[src/rtl/uart_fifo_bridge_pkg.sv]
// Shared constants and helpers for the UART FIFO bridge.
// Contents: byte width, default FIFO depths, the RX hold-warning threshold
// and a saturating increment for the RX hold counter.
package uart_fifo_bridge_pkg;

   localparam int BYTE_W       = 8;
   localparam int TX_DEPTH_DEF = 16;
   localparam int RX_DEPTH_DEF = 16;
   localparam int HOLD_W       = 4;

   // Cycles a received byte may wait on a full RX FIFO before the UART is
   // free to overwrite it.
   localparam logic [HOLD_W-1:0] RX_HOLD_WARN = 4'd15;

   // Increment that sticks at RX_HOLD_WARN.
   function automatic logic [HOLD_W-1:0] sat_inc(input logic [HOLD_W-1:0] v);
      logic [HOLD_W-1:0] r;
      if (v == RX_HOLD_WARN) begin
         r = v;
      end else begin
         r = v + 4'd1;
      end
      return r;
   endfunction

endpackage

[src/rtl/uart_fifo_bridge_byte_fifo.sv]
// uart_byte_fifo: first-word-fall-through byte FIFO on a circular RAM.
// Ports:
//   clk, reset     - rising-edge clock, synchronous active-high reset
//   push, din      - write request and data (dropped when full)
//   pop            - consume head (ignored when empty)
//   dout           - current head, forced to 0 while empty
//   full, empty    - status from the registered pointers
//   count          - occupancy (wptr - rptr)
module uart_byte_fifo
   import uart_fifo_bridge_pkg::*;
#(
   parameter int DEPTH = 16,
   parameter int AW    = $clog2(DEPTH)
) (
   input  logic              clk,
   input  logic              reset,
   input  logic              push,
   input  logic              pop,
   input  logic [BYTE_W-1:0] din,
   output logic [BYTE_W-1:0] dout,
   output logic              full,
   output logic              empty,
   output logic [AW:0]       count
);

   logic [BYTE_W-1:0] mem_q [DEPTH];
   logic [AW:0]       wptr_q, wptr_d;
   logic [AW:0]       rptr_q, rptr_d;
   logic              push_ok_s;
   logic              pop_ok_s;

   // Status, accepted operations and next pointers.
   always_comb begin
      // Pointers carry one extra wrap bit so full and empty are distinct.
      empty     = (wptr_q == rptr_q);
      full      = (wptr_q[AW] != rptr_q[AW]) &&
                  (wptr_q[AW-1:0] == rptr_q[AW-1:0]);
      count     = wptr_q - rptr_q;
      push_ok_s = push && !full;
      pop_ok_s  = pop && !empty;
      wptr_d    = wptr_q;
      rptr_d    = rptr_q;
      if (push_ok_s) begin
         wptr_d = wptr_q + 1'b1;
      end else begin
         wptr_d = wptr_q;
      end
      if (pop_ok_s) begin
         rptr_d = rptr_q + 1'b1;
      end else begin
         rptr_d = rptr_q;
      end
   end

   // Asynchronous head read; zero while empty so reset shows a clean 0.
   always_comb begin
      dout = '0;
      if (empty) begin
         dout = '0;
      end else begin
         dout = mem_q[rptr_q[AW-1:0]];
      end
   end

   // Pointer registers.
   always_ff @(posedge clk) begin
      if (reset) begin
         wptr_q <= '0;
         rptr_q <= '0;
      end else begin
         wptr_q <= wptr_d;
         rptr_q <= rptr_d;
      end
   end

   // Storage; contents need no reset because empty masks the output.
   always_ff @(posedge clk) begin
      if (push_ok_s) begin
         mem_q[wptr_q[AW-1:0]] <= din;
      end
   end

endmodule

[src/rtl/uart_fifo_bridge.sv]
// uart_fifo_bridge: byte buffering between the CPU UART registers and the
// UART core.  TX bytes drain into the UART write port under uart_wait; RX
// bytes are pulled out of the UART holding register as soon as possible.
// Ports:
//   clk, reset                       - clock, synchronous active-high reset
//   cpu_tx_we/data, cpu_tx_full/empty - CPU transmit side
//   cpu_rx_re, cpu_rx_data/avail     - CPU receive side (FWFT)
//   cpu_flag_clr, tx/rx_overflow     - sticky error flags and their clear
//   uart_we/di/wait                  - UART write port
//   uart_re/do/rx_valid              - UART receive port
module uart_fifo_bridge
   import uart_fifo_bridge_pkg::*;
#(
   parameter int TX_DEPTH = TX_DEPTH_DEF,
   parameter int RX_DEPTH = RX_DEPTH_DEF
) (
   input  logic              clk,
   input  logic              reset,
   input  logic              cpu_tx_we,
   input  logic [BYTE_W-1:0] cpu_tx_data,
   output logic              cpu_tx_full,
   output logic              cpu_tx_empty,
   input  logic              cpu_rx_re,
   output logic [BYTE_W-1:0] cpu_rx_data,
   output logic              cpu_rx_avail,
   input  logic              cpu_flag_clr,
   output logic              tx_overflow,
   output logic              rx_overflow,
   output logic              uart_we,
   output logic [BYTE_W-1:0] uart_di,
   input  logic              uart_wait,
   output logic              uart_re,
   input  logic [BYTE_W-1:0] uart_do,
   input  logic              uart_rx_valid
);

   localparam int TX_AW = $clog2(TX_DEPTH);
   localparam int RX_AW = $clog2(RX_DEPTH);
   localparam logic [RX_AW:0] RX_CNT_FULL = (RX_AW+1)'(RX_DEPTH);

   logic              tx_full_s, tx_empty_s, tx_pop_s;
   logic [TX_AW:0]    tx_count_s;
   logic              rx_full_s, rx_empty_s, rx_push_s, rx_hold_s;
   logic [RX_AW:0]    rx_count_s;
   logic [HOLD_W-1:0] hold_cnt_q, hold_cnt_d;
   logic              tx_ovf_q, tx_ovf_d;
   logic              rx_ovf_q, rx_ovf_d;

   uart_byte_fifo #(.DEPTH(TX_DEPTH)) u_tx_fifo (
      .clk   (clk),
      .reset (reset),
      .push  (cpu_tx_we),
      .pop   (tx_pop_s),
      .din   (cpu_tx_data),
      .dout  (uart_di),
      .full  (tx_full_s),
      .empty (tx_empty_s),
      .count (tx_count_s)
   );

   uart_byte_fifo #(.DEPTH(RX_DEPTH)) u_rx_fifo (
      .clk   (clk),
      .reset (reset),
      .push  (rx_push_s),
      .pop   (cpu_rx_re),
      .din   (uart_do),
      .dout  (cpu_rx_data),
      .full  (rx_full_s),
      .empty (rx_empty_s),
      .count (rx_count_s)
   );

   // Handshake glue between the FIFOs and the UART ports.
   always_comb begin
      uart_we      = !tx_empty_s;
      tx_pop_s     = uart_we && !uart_wait;
      cpu_tx_full  = tx_full_s;
      // Nothing is written to the UART while the queue is empty, so empty
      // here already means "idle this cycle".
      cpu_tx_empty = (tx_count_s == '0);
      uart_re      = uart_rx_valid && !rx_full_s;
      rx_push_s    = uart_re;
      cpu_rx_avail = !rx_empty_s;
   end

   // Hold counter and sticky flags; a set condition beats the clear.
   always_comb begin
      rx_hold_s  = uart_rx_valid && (rx_count_s == RX_CNT_FULL);
      hold_cnt_d = '0;
      tx_ovf_d   = tx_ovf_q;
      rx_ovf_d   = rx_ovf_q;
      if (rx_hold_s) begin
         hold_cnt_d = sat_inc(hold_cnt_q);
      end else begin
         hold_cnt_d = '0;
      end
      if (cpu_tx_we && tx_full_s) begin
         tx_ovf_d = 1'b1;
      end else if (cpu_flag_clr) begin
         tx_ovf_d = 1'b0;
      end else begin
         tx_ovf_d = tx_ovf_q;
      end
      // Flag rises on the edge where the counter reaches the threshold.
      if (hold_cnt_d == RX_HOLD_WARN) begin
         rx_ovf_d = 1'b1;
      end else if (cpu_flag_clr) begin
         rx_ovf_d = 1'b0;
      end else begin
         rx_ovf_d = rx_ovf_q;
      end
   end

   // Flag and hold-counter registers.
   always_ff @(posedge clk) begin
      if (reset) begin
         hold_cnt_q <= '0;
         tx_ovf_q   <= 1'b0;
         rx_ovf_q   <= 1'b0;
      end else begin
         hold_cnt_q <= hold_cnt_d;
         tx_ovf_q   <= tx_ovf_d;
         rx_ovf_q   <= rx_ovf_d;
      end
   end

   assign tx_overflow = tx_ovf_q;
   assign rx_overflow = rx_ovf_q;

endmodule
[config.mk]
export PLATFORM = sky130hd
export DESIGN_NAME = uart_fifo_bridge
export DESIGN_NICKNAME = d
export VERILOG_FILES = /design/src/rtl/uart_fifo_bridge_pkg.sv /design/src/rtl/uart_fifo_bridge_byte_fifo.sv /design/src/rtl/uart_fifo_bridge.sv
export SDC_FILE = /design/constraint.sdc
export NUM_CORES = 1
export LEC_CHECK = 0
export CAP_MARGIN = 15
export CORE_AREA = 2 2 102 202
export DETAILED_ROUTE_END_ITERATION = 10
export DIE_AREA = 0 0 104 204
export PLACE_DENSITY = 0.81
export SLEW_MARGIN = 0
export SYNTH_ARGS = -nofsm -noshare
export SYNTH_HDL_FRONTEND = slang
export SYNTH_SLANG_ARGS = --single-unit
[constraint.sdc]
create_clock -name clk -period 2.8 [get_ports clk]
set_clock_uncertainty 0.15 [all_clocks]
set_input_delay 0.42 -clock clk [delete_from_list [all_inputs] [get_ports clk]]
set_output_delay 0.42 -clock clk [all_outputs]
set_load 0.1 [all_outputs]
==> results.tsv <==
stage	metric	value	unit
floorplanning	coreArea	0.0197	mm2
worst_setup_path	endpoint_kind	output pin	
min_path	hp-start	rx_overflow	
floorplanning	die_area	0.0212	mm2
timing	setup_violations	7	
route	avgRoutedWirePerCell	28.6	um
worst_setup_path	critical_path.slowest_cell	mux4_2	
global_routing	grt_pass1_wl	40300	um
yosys	ys_seq_elements	290	
yosys	avgSynthCellArea	18.6	um2
timing	fmax	0.344	GHz
place	post-place-cells	949	
cts	cts_buffers	24	
yosys	yosys.cell_types.count	42	
cts	clkLatencyLatePin	0.52	ns
route	drt-vias-per-instance	6.23	
cells_and_area	fin_cells	1000	
yosys	synth_area	0.0116	mm2
route	met2_length	17300	um
yosys	synth_edf_count	256	
worst_setup_path	cp_num_cells	5	
cells_and_area	design_area	0.0146	mm2
cells_and_area	n_fill_cell	1102	
cts	path_clk_slew	0.07	ns
min_path	hold_path_class	register to register	
route	routed.top_layer	met4	
floorplanning	row_count	73	
min_path	holdPathEnd	rx_overflow	
place	placed_cell_area	0.0131	mm2
pwr	ir_drop	734	uV
route	ant_nets	0	
min_path	hold_depth	2	
worst_setup_path	worst_r2r_endpoint	u_tx_fifo.mem_q[9][4]	
cts	h-tree-depth	1	
cells_and_area	post-route-util	0.742	
yosys	syn_nets	665	
yosys	synthFlopType	edfxtp_1	
floorplanning	initial_core_util	0.588	
timing	min_period	2.91	ns
route	vias	6226	
yosys	synth_cells	623	
worst_setup_path	cp.required	2.23	ns
timing	rsz0062_at_grt	true	
route	detail_route.iter0.violations	319	
worst_setup_path	reg2reg_slack	0.29	ns
cts	cts_sinks	290	
cells_and_area	drive_gt1_frac	0.360	
cells_and_area	nets	763	
worst_setup_path	critPathArrivalTime	2.34	ns
worst_setup_path	rr_startpoint	u_tx_fifo.rptr_q[0]	
worst_setup_path	start_kind	register	
global_routing	grt_pass1_vias	6674	
place	place.port_buffers	45	
route	wl_met3	1190	um
yosys	synth-async-reset-ratio	0	
worst_setup_path	path_cells	clkbuf_16 -> mux4_2 -> mux2i_4 -> o22ai_4 -> buf_12	
timing	whs	0.331	ns
floorplanning	ioPinCount	46	
cts	cts_tree	built	
floorplanning	die_w	104	um
route	drcViolationCount	0	
worst_setup_path	crit_family	multiplexers	
floorplanning	dieHeight	204	um
place	routabilityCongestion	0.764	
timing	hold_viol	0	
pwr	powerDensity	792	mW/mm2
cts	ctsHoldBuffers	0	
yosys	yosys_warnings	0	
cells_and_area	area_growth	26.3	%
cts	cts_max_path_buffers	3	
global_routing	grt.total_usage	0.259	
worst_setup_path	max_stage_delay	0.58	ns
timing	tightest_slew	0.760	ns
worst_setup_path	critPathKind	register to output pin	
timing	finalMaxSlewViolations	0	
run	drv_cap	0	
yosys	ys_seq_area_frac	0.722	
worst_setup_path	crit_fanout	8	
timing	fin_crit_sh	1.04	
route	finalWirelength	28600	um
global_routing	grt_overflow	0	
timing	fin_ws	-0.107	ns
place	dp_hpwl	16200	um
pwr	totalPowerFinal	11.6	mW
global_routing	grt_antenna_before_repair	1	
route	dr.pass1.iters	4	
timing	max_slew_margin	0.491	
worst_setup_path	path_buf_inv	2	
global_routing	grt_max_degree	33	
outcome	status	finished, violations left	
cts	cts_root_buf	clkbuf_16	
worst_setup_path	rr_worst_depth	7	
route	wl_met1	8450	um
pwr	p_leak	4.66	nW
outcome	violations	setup timing	
synth_stat cells, types with 2 or more instances:
| cell type | number | area (um2) |
|---|---|---|
| a21oi_1 | 8 | 40.0 |
| xnor2_1 | 14 | 123 |
| dfxtp_1 | 34 | 681 |
| nand2_1 | 15 | 56.3 |
| o21ai_0 | 5 | 25.0 |
| o22ai_1 | 16 | 100 |
| edfxtp_1 | 256 | 7690 |
| or3_1 | 2 | 12.5 |
| nand2_4 | 2 | 22.5 |
| nand2b_1 | 8 | 50.1 |
| buf_4 | 7 | 52.6 |
| o21a_1 | 2 | 15.0 |
| mux4_2 | 64 | 1440 |
| inv_1 | 12 | 45.0 |
| nand4_1 | 7 | 43.8 |
| xor2_1 | 7 | 61.3 |
| nor2b_1 | 4 | 25.0 |
| and4_1 | 2 | 17.5 |
| ha_1 | 19 | 238 |
| clkbuf_1 | 9 | 33.8 |
| buf_2 | 2 | 10.0 |
| nand3_1 | 4 | 20.0 |
| mux2i_1 | 34 | 340 |
| buf_1 | 9 | 33.8 |
| nor3_1 | 13 | 65.1 |
| nor2_1 | 52 | 195 |
power by group:
part	internal [mW]	total, mW	leakage, nW	switching, mW
Combinational	1.44	3.28	1.67	1.84
Sequential	4.79	4.88	2.59	0.0974
Clock	1.91	3.43	0.395	1.52
Total	8.14	11.6	4.66	3.46
layer usage:
metal / vias up / GRT usage
met5: - / 0
met3: 102 / 0.0309
li1: 2671 / -
met2: 279 / 0.521
met4: 0 / 0.138
met1: 3174 / 0.251
sequential cells by signal, indices dropped and copies added (netlist names), 4 cells and up, named ones only:
name              cells
hold_cnt_q            4
u_rx_fifo.mem_q     128
u_rx_fifo.rptr_q      5
u_rx_fifo.wptr_q      5
u_tx_fifo.mem_q     128
u_tx_fifo.rptr_q      5
u_tx_fifo.wptr_q      5
cells by family (layout without fill, tap and decap cells):
family	after synthesis	count (layout)	synth area share
other cells	0	1	0
compound gates	40	40	0.0233
xor+xnor	22	22	0.0173
mux	98	98	0.154
fa+ha+maj	19	19	0.0205
simple gates	114	114	0.0476
flops	290	290	0.722
buf+inv	40	154	0.0161
cell type report:
type	instances	area, um2	area share
flip-flops and latches	290	8390	0.573
multi-input cells	293	3810	0.260
inverters	12	45.0	0.00308
repair buffers	100	1270	0.0867
clock inverters	11	118	0.00803
diodes	1	2.50	0.000171
clock buffers	31	679	0.0464
well taps	262	328	0.0224
worst max path at each step:
stage	slack, ns	from	to
floorplan	0.07	u_tx_fifo.wptr_q[0]	uart_di[0]
global placement	0.26	u_tx_fifo.wptr_q[0]	uart_di[0]
detailed placement	0.19	u_tx_fifo.wptr_q[0]	uart_di[3]
CTS	-0.03	register	uart_di[3]
global route	-0.12	register	uart_di[6]
finish	-0.11	register	uart_di[6]
tightest hold or removal path, cell delays in order, from the launching register on:
cell	delay, ns
dfxtp_1	0.31
nand2_1	0.06
o31ai_1	0.06
timing repair:
| action | 4_1_cts | 5_1_grt |
|---|---|---|
| gates cloned | 3 | 3 |
| setup endpoints to repair | 16 | 17 |
| gates resized for setup | 75 | 23 |
| buffers inserted | 1 | 1 |
| pin swaps | 9 | 16 |
per-stage QoR:
stage | TNS (ns) | setup WS, ns
floorplan | 0 | 0.0727
global placement | 0 | 0.262
detailed placement | 0 | 0.194
CTS | -0.141 | -0.0282
global route | -0.750 | -0.120
finish | -0.229 | -0.107
cells in the final DEF, fill, tap and decap left out, types with 5 or more instances in the layout:
cell type / instances
xor2_1: 7
clkdlybuf4s50_1: 22
nand2_1: 11
nand2b_1: 6
ha_4: 8
buf_4: 44
nor3_1: 13
nor2_1: 51
mux4_2: 64
o21ai_0: 5
clkbuf_16: 29
a21oi_1: 8
clkinv_2: 6
ha_1: 11
dfxtp_1: 22
dfxtp_2: 8
xnor2_1: 14
inv_1: 11
nand4_1: 7
edfxtp_1: 256
buf_12: 28
o22ai_4: 16
mux2i_4: 29
Note: power is estimated with default switching activity, not from simulation.
